==> src/rtl/nms_window_508.sv <==
// Non-maximum suppression over a 3x3 magnitude window fed column-by-column from a line buffer.
// Optional low threshold on kept pixels is enabled by defining NMS_THRESH_EN.
module nms_window_508 #(
    parameter int          WIDTH  = 514,
    parameter int          HEIGHT = 480,
    parameter logic [19:0] THRESH = 20'd0
) (
    input  logic        clk,
    input  logic        rst,
    input  logic        ld,
    input  logic        sof,
    input  logic [19:0] row_top,
    input  logic [19:0] row_mid,
    input  logic [19:0] row_bot,
    input  logic [1:0]  ang,
    output logic [19:0] edge_data,
    output logic        edge_valid,
    output logic        line_end,
    output logic        frame_end
);

    localparam int CW = (WIDTH  > 2) ? $clog2(WIDTH)  : 2;
    localparam int RW = (HEIGHT > 2) ? $clog2(HEIGHT) : 2;
    localparam logic [CW-1:0] COL_LAST = CW'(WIDTH - 1);
    localparam logic [RW-1:0] ROW_LAST = RW'(HEIGHT - 1);

    // p1 = column c-1 (becomes the centre on the next load), p2 = column c-2
    logic [19:0]   top_p1_q, top_p2_q, mid_p1_q, mid_p2_q, bot_p1_q, bot_p2_q;
    logic [1:0]    ang_p1_q;
    logic [CW-1:0] col_q, col_d, col_cur;
    logic [RW-1:0] row_q, row_d, row_cur;
    logic [19:0]   edge_data_q, edge_data_d;
    logic          edge_valid_q, line_end_q, line_end_d, frame_end_q, frame_end_d;

    logic [19:0]   nb_a, nb_b, nms_val;
    logic          border;

    always_comb begin
        col_cur = sof ? '0 : col_q;
        row_cur = sof ? '0 : row_q;
        col_d   = col_q;
        row_d   = row_q;
        if (ld) begin
            if (col_cur == COL_LAST) begin
                col_d = '0;
                row_d = (row_cur == ROW_LAST) ? '0 : row_cur + 1'b1;
            end else begin
                col_d = col_cur + 1'b1;
                row_d = row_cur;
            end
        end
    end

    // Window after this load: left = p2, centre = p1, right = incoming taps
    always_comb begin
        nb_a = mid_p2_q;
        nb_b = row_mid;
        case (ang_p1_q)
            2'd0: begin nb_a = mid_p2_q; nb_b = row_mid;  end
            2'd1: begin nb_a = row_top;  nb_b = bot_p2_q; end
            2'd2: begin nb_a = top_p1_q; nb_b = bot_p1_q; end
            default: begin nb_a = top_p2_q; nb_b = row_bot; end
        endcase

        border  = (col_cur < CW'(2)) || (row_cur < RW'(2));
        nms_val = ((mid_p1_q >= nb_a) && (mid_p1_q >= nb_b) && !border) ? mid_p1_q : 20'd0;
`ifdef NMS_THRESH_EN
        if (nms_val < THRESH) nms_val = 20'd0;
`endif

        edge_data_d = ld ? nms_val : edge_data_q;
        line_end_d  = ld && (col_cur == COL_LAST);
        frame_end_d = line_end_d && (row_cur == ROW_LAST);
    end

    always_ff @(posedge clk or negedge rst) begin
        if (!rst) begin
            top_p1_q     <= '0;
            top_p2_q     <= '0;
            mid_p1_q     <= '0;
            mid_p2_q     <= '0;
            bot_p1_q     <= '0;
            bot_p2_q     <= '0;
            ang_p1_q     <= '0;
            col_q        <= '0;
            row_q        <= '0;
            edge_data_q  <= '0;
            edge_valid_q <= 1'b0;
            line_end_q   <= 1'b0;
            frame_end_q  <= 1'b0;
        end else begin
            if (ld) begin
                top_p2_q <= top_p1_q;
                mid_p2_q <= mid_p1_q;
                bot_p2_q <= bot_p1_q;
                top_p1_q <= row_top;
                mid_p1_q <= row_mid;
                bot_p1_q <= row_bot;
                ang_p1_q <= ang;
            end
            col_q        <= col_d;
            row_q        <= row_d;
            edge_data_q  <= edge_data_d;
            edge_valid_q <= ld;
            line_end_q   <= line_end_d;
            frame_end_q  <= frame_end_d;
        end
    end

    assign edge_data  = edge_data_q;
    assign edge_valid = edge_valid_q;
    assign line_end   = line_end_q;
    assign frame_end  = frame_end_q;

endmodule

==> config.mk <==
export PLATFORM = sky130hd
export DESIGN_NAME = nms_window_508
export DESIGN_NICKNAME = d
export VERILOG_FILES = /design/src/rtl/nms_window_508.sv
export SDC_FILE = /design/constraint.sdc
export NUM_CORES = 1
export LEC_CHECK = 0
export ABC_AREA = 1
export CAP_MARGIN = 0
export CORE_UTILIZATION = 23
export DETAILED_ROUTE_END_ITERATION = 10
export PLACE_DENSITY = 0.49
export SYNTH_ARGS = -nofsm -noshare
export SYNTH_HDL_FRONTEND = slang
export SYNTH_SLANG_ARGS = --single-unit
==> constraint.sdc <==
create_clock -name clk -period 4.6 [get_ports clk]
set_input_delay 0.92 -clock clk [delete_from_list [all_inputs] [get_ports clk]]
set_output_delay 0.92 -clock clk [all_outputs]
set_load 0.02 [all_outputs]
==> metrics.md <==
| Metric | Value |
|---|---|
| Outcome | complete, no violations |
| Final routed wire length divided by cell count | 14.8 µm |
| Terminus of the critical flop-to-flop path | edge_data[2] |
| Overall die width | 197 µm |
| Maximum net fanout on the critical path | 23 |
| Number of standard cells after synthesis | 1115 |
| Clock tree from TritonCTS | yes |
| Number of clock buffers inserted by TritonCTS | 17 |
| Sequential standard cell area | 4100 µm² |
| Cell accounting for the most synthesized area | sky130_fd_sc_hd__dfrtp_1 |
| Sequential area share after synthesis | 0.468 |
| Largest cells by area after synthesis | sky130_fd_sc_hd__dfrtp_1, sky130_fd_sc_hd__nand2_1, sky130_fd_sc_hd__o21ai_0, sky130_fd_sc_hd__ha_1, sky130_fd_sc_hd__inv_1 |
| Capturing instance or port of the critical path | edge_data[2] |
| Clock transition at the register clock pins on the worst setup and hold paths after CTS | 0.07 ns |
| Startpoint of the lowest-slack register-to-register path | ang_p1_q[1] |
| Crit path max-delay cell type | sky130_fd_sc_hd__dfrtp_1 |
| H-tree levels | 4 |
| ANT nets after route | 0 |
| Transition time at the pin with the least slew margin | 1.04 ns |
| Worst hold stages | 2 |
| RSZ-0062 raised after global routing | false |
| Sum of routed wire length over all layers | 25200 µm |
| Main synth FF type | sky130_fd_sc_hd__dfrtp_1 |
| Half-perimeter wire length after detailed placement | 17500 µm |
| Worst IR Drop VDD | 266 µV |
| DR iter-0 viols | 513 |
| Final worst path period share | 0.834 |
| Data arrival at the endpoint of the critical path | 4.14 ns |
| Mean number of vias per cell | 4.31 |
| Number of rows created at floorplan | 71 |
| Power density over the cells | 357 nW/µm² |
| Fraction of final layout cells sized beyond drive strength 1 | 0.0655 |
| Grt ovf | 0 |
| Worst path cell trace | nand2_2 -> clkinv_1 -> buf_4 -> a21oi_1 -> ha_1 -> a21oi_1 -> o21ai_0 -> nor2_1 -> nand4_1 -> nand4_1 -> nand2_1 |
| Max Cap Viol | 0 |
| Synthesized area per cell | 7.87 µm² |
| Die boundary height | 197 µm |
| GP Congestion | 0.781 |
| Worst Path Required | 4.91 ns |
| DRC violation count after routing | 0 |
| Post-Layout Cell Count | 1701 |
| Number of inserted diodes | 0 |
| Cell variety after synth | 41 |
| Count of yosys warnings during synthesis | 0 |
| Synth async-reset ratio | 1.00 |
| Launch point of the worst path | ang_p1_q[1] |
| Global-route wire length before repair | 40600 µm |
| Initial antenna violation count | 0 |
| CTS Root Buffer Type | sky130_fd_sc_hd__clkbuf_16 |
| Top achievable clock speed | 0.261 GHz |
| Worst-case clock skew | 0.0159 ns |
| Kind of launch point of the worst setup path | register |
| Slack of the worst reg-to-reg path | 0.77 ns |
| Placed cells | 1669 |
| Count of input and output buffers | 88 |
| Max clock buf depth | 2 |
| Share of the synthesized area in the top cell type | 0.468 |
| Net count of the mapped netlist | 1224 |
| Met2 Track Usage GR | 0.204 |
| Layer with the highest usage | met2 |
| Hold violation total from the final report | 0 |
| Clock latency on the worst-skew pair | 0.43 ns |
| Number of flops mapped to enable cells by yosys | 0 |
| Peak per-stage delay on the critical path | 0.81 ns |
| Clk sink count | 164 |
| FILL cells | 4035 |
| Initial core utilization | 0.233 |
| M1 GR Usage | 0.197 |
| Kind of critical path | register to register |
| Multi-input logic area | 3950 µm² |
| Overall via count from detail_route | 7338 |
| Area added between synthesis and finish | 22.6% |
| Final sum of negative setup slack | 0 ns |
| Count of hold buffers inserted by post-cts repair | 0 |
| Cts repair resizes | 0 |
| Synthesis-stage register bit count | 164 |
| Worst Setup End Kind | register |
| Finish-stage setup viols | 0 |
| Min cycle time layout | 3.83 ns |
| Maximum number of pins on one net before global-route repair | 110 |
| First-pass iteration count of the detailed router | 7 |
| Depth of the worst register-to-register path | 11 |
| Post-synthesis instance area | 8770 µm² |
| Nets@finish | 1286 |
| Top-Level Pins | 89 |
| Leakage | 5.20 nW |
| Overall routing resource usage | 0.135 |
| Rel. slew slack | 0.305 |
| Via count of the first global-routing pass | 7029 |
| Global-route track usage on met3 | 0.0248 |
| Post-CTS setup repair buffer count | 0 |
| Area of the placeable core | 37600 µm² |
| Die Outline Area | 38900 µm² |
| Slew Viols, Final | 0 |
| Worst min-delay path class | register to register |
[cells in the mapped netlist (4+ instances only)]
cell	number
sky130_fd_sc_hd__nand2_1	395
sky130_fd_sc_hd__nand2_4	4
sky130_fd_sc_hd__ha_1	43
sky130_fd_sc_hd__o221ai_1	10
sky130_fd_sc_hd__inv_1	118
sky130_fd_sc_hd__buf_2	9
sky130_fd_sc_hd__dfrtp_1	164
sky130_fd_sc_hd__clkbuf_1	37
sky130_fd_sc_hd__nand2_2	12
sky130_fd_sc_hd__a221oi_1	7
sky130_fd_sc_hd__buf_1	5
sky130_fd_sc_hd__o211ai_1	22
sky130_fd_sc_hd__nor2_1	40
sky130_fd_sc_hd__a21oi_1	34
sky130_fd_sc_hd__xor2_1	6
sky130_fd_sc_hd__o22ai_1	8
sky130_fd_sc_hd__o21ai_1	4
sky130_fd_sc_hd__o21ai_0	121
sky130_fd_sc_hd__nand4_1	25
sky130_fd_sc_hd__nand3_1	17
[critical path: cells and delay by family, from the launching register on]
family,cells,cell delay (ns)
compound gates,3,0.41
fa+ha+maj,1,0.30
buf+inv,2,0.53
flops,1,0.81
simple gates,5,1.63
[worst min path at each step]
stage | start | to | slack [ns]
CTS | mid_p2_q[16] | mid_p2_q[16] | 0.48
detailed placement | mid_p2_q[18] | mid_p2_q[18] | 0.46
floorplan | mid_p2_q[15] | mid_p2_q[15] | 0.44
finish | mid_p2_q[10] | mid_p2_q[10] | 0.47
global route | mid_p2_q[14] | mid_p2_q[14] | 0.50
global placement | bot_p1_q[8] | bot_p2_q[8] | 0.45
[per-stage QoR]
step	instance area, µm²	setup WS, ns	power (W)	hold slack (ns)	util
floorplan	8770	2.11	0.00208	0.442	-
global placement	10100	0.715	0.00235	0.455	0.270
detailed placement	10100	0.704	0.00236	0.459	0.270
CTS	10800	0.694	0.00390	0.476	0.286
finish	10800	0.765	0.00384	0.473	0.286
global route	10800	0.322	0.00406	0.500	0.286
[final cells by class]
class,instances,share of cell area
clock inverters,15,0.0179
inverters,124,0.0437
flip-flops and latches,164,0.381
clock buffers,17,0.0395
multi-input cells,772,0.367
repair buffers,98,0.0911
well taps,511,0.0594
[sequential cells by signal (all words and copies together) (netlist names)]
signal and cells:
bot_p1_q 20, edge_valid 1, ang_p1_q 2, top_p1_q 20
mid_p1_q 20, mid_p2_q 20, frame_end 1, bot_p2_q 20
line_end 1, top_p2_q 20, col_q 10, edge_data 20
row_q 9
[layer usage]
layer	routed length, µm	part of all wire
met5	0	0
met4	261	0.010
met3	937	0.037
met2	11100	0.44
met1	12900	0.51
[power breakdown]
group / switching [W] / internal (W)
Clock: 0.000652 / 0.000870
Sequential: 0.0000820 / 0.00155
Combinational: 0.000434 / 0.000252
[cell families after synthesis]
kind of cell | share of synthesized area
adder cells (fa/ha/maj) | 0.0613
buffers and inverters | 0.0827
XOR/XNOR | 0.00799
AO/OA/AOI/OAI | 0.141
AND/OR/NAND/NOR | 0.239
flip-flops | 0.468
[layout by cell type (no fill, tap or decap), drive strengths merged]
cell,netlist,layout
inv,122,127
xnor2,2,2
dfrtp,164,164
bufinv,0,3
ha,43,43
nand4,26,26
nor3,5,5
nor2,46,46
clkdlybuf4s50,0,86
o221ai,10,10
clkinvlp,0,1
a21boi,1,1
o21bai,1,1
clkbuf,37,17
xor2,6,6
o211ai,22,22
o21ai,125,125
clkinv,2,8
nor4,1,1
a221oi,7,7
o31ai,1,1
buf,18,12
a22oi,1,1
a21o,2,2
a21oi,34,34
nand2,411,411
nand3,17,17
o22ai,9,9
o21a,1,1
o2111ai,1,1
Note: power is estimated with default switching activity, not from simulation.
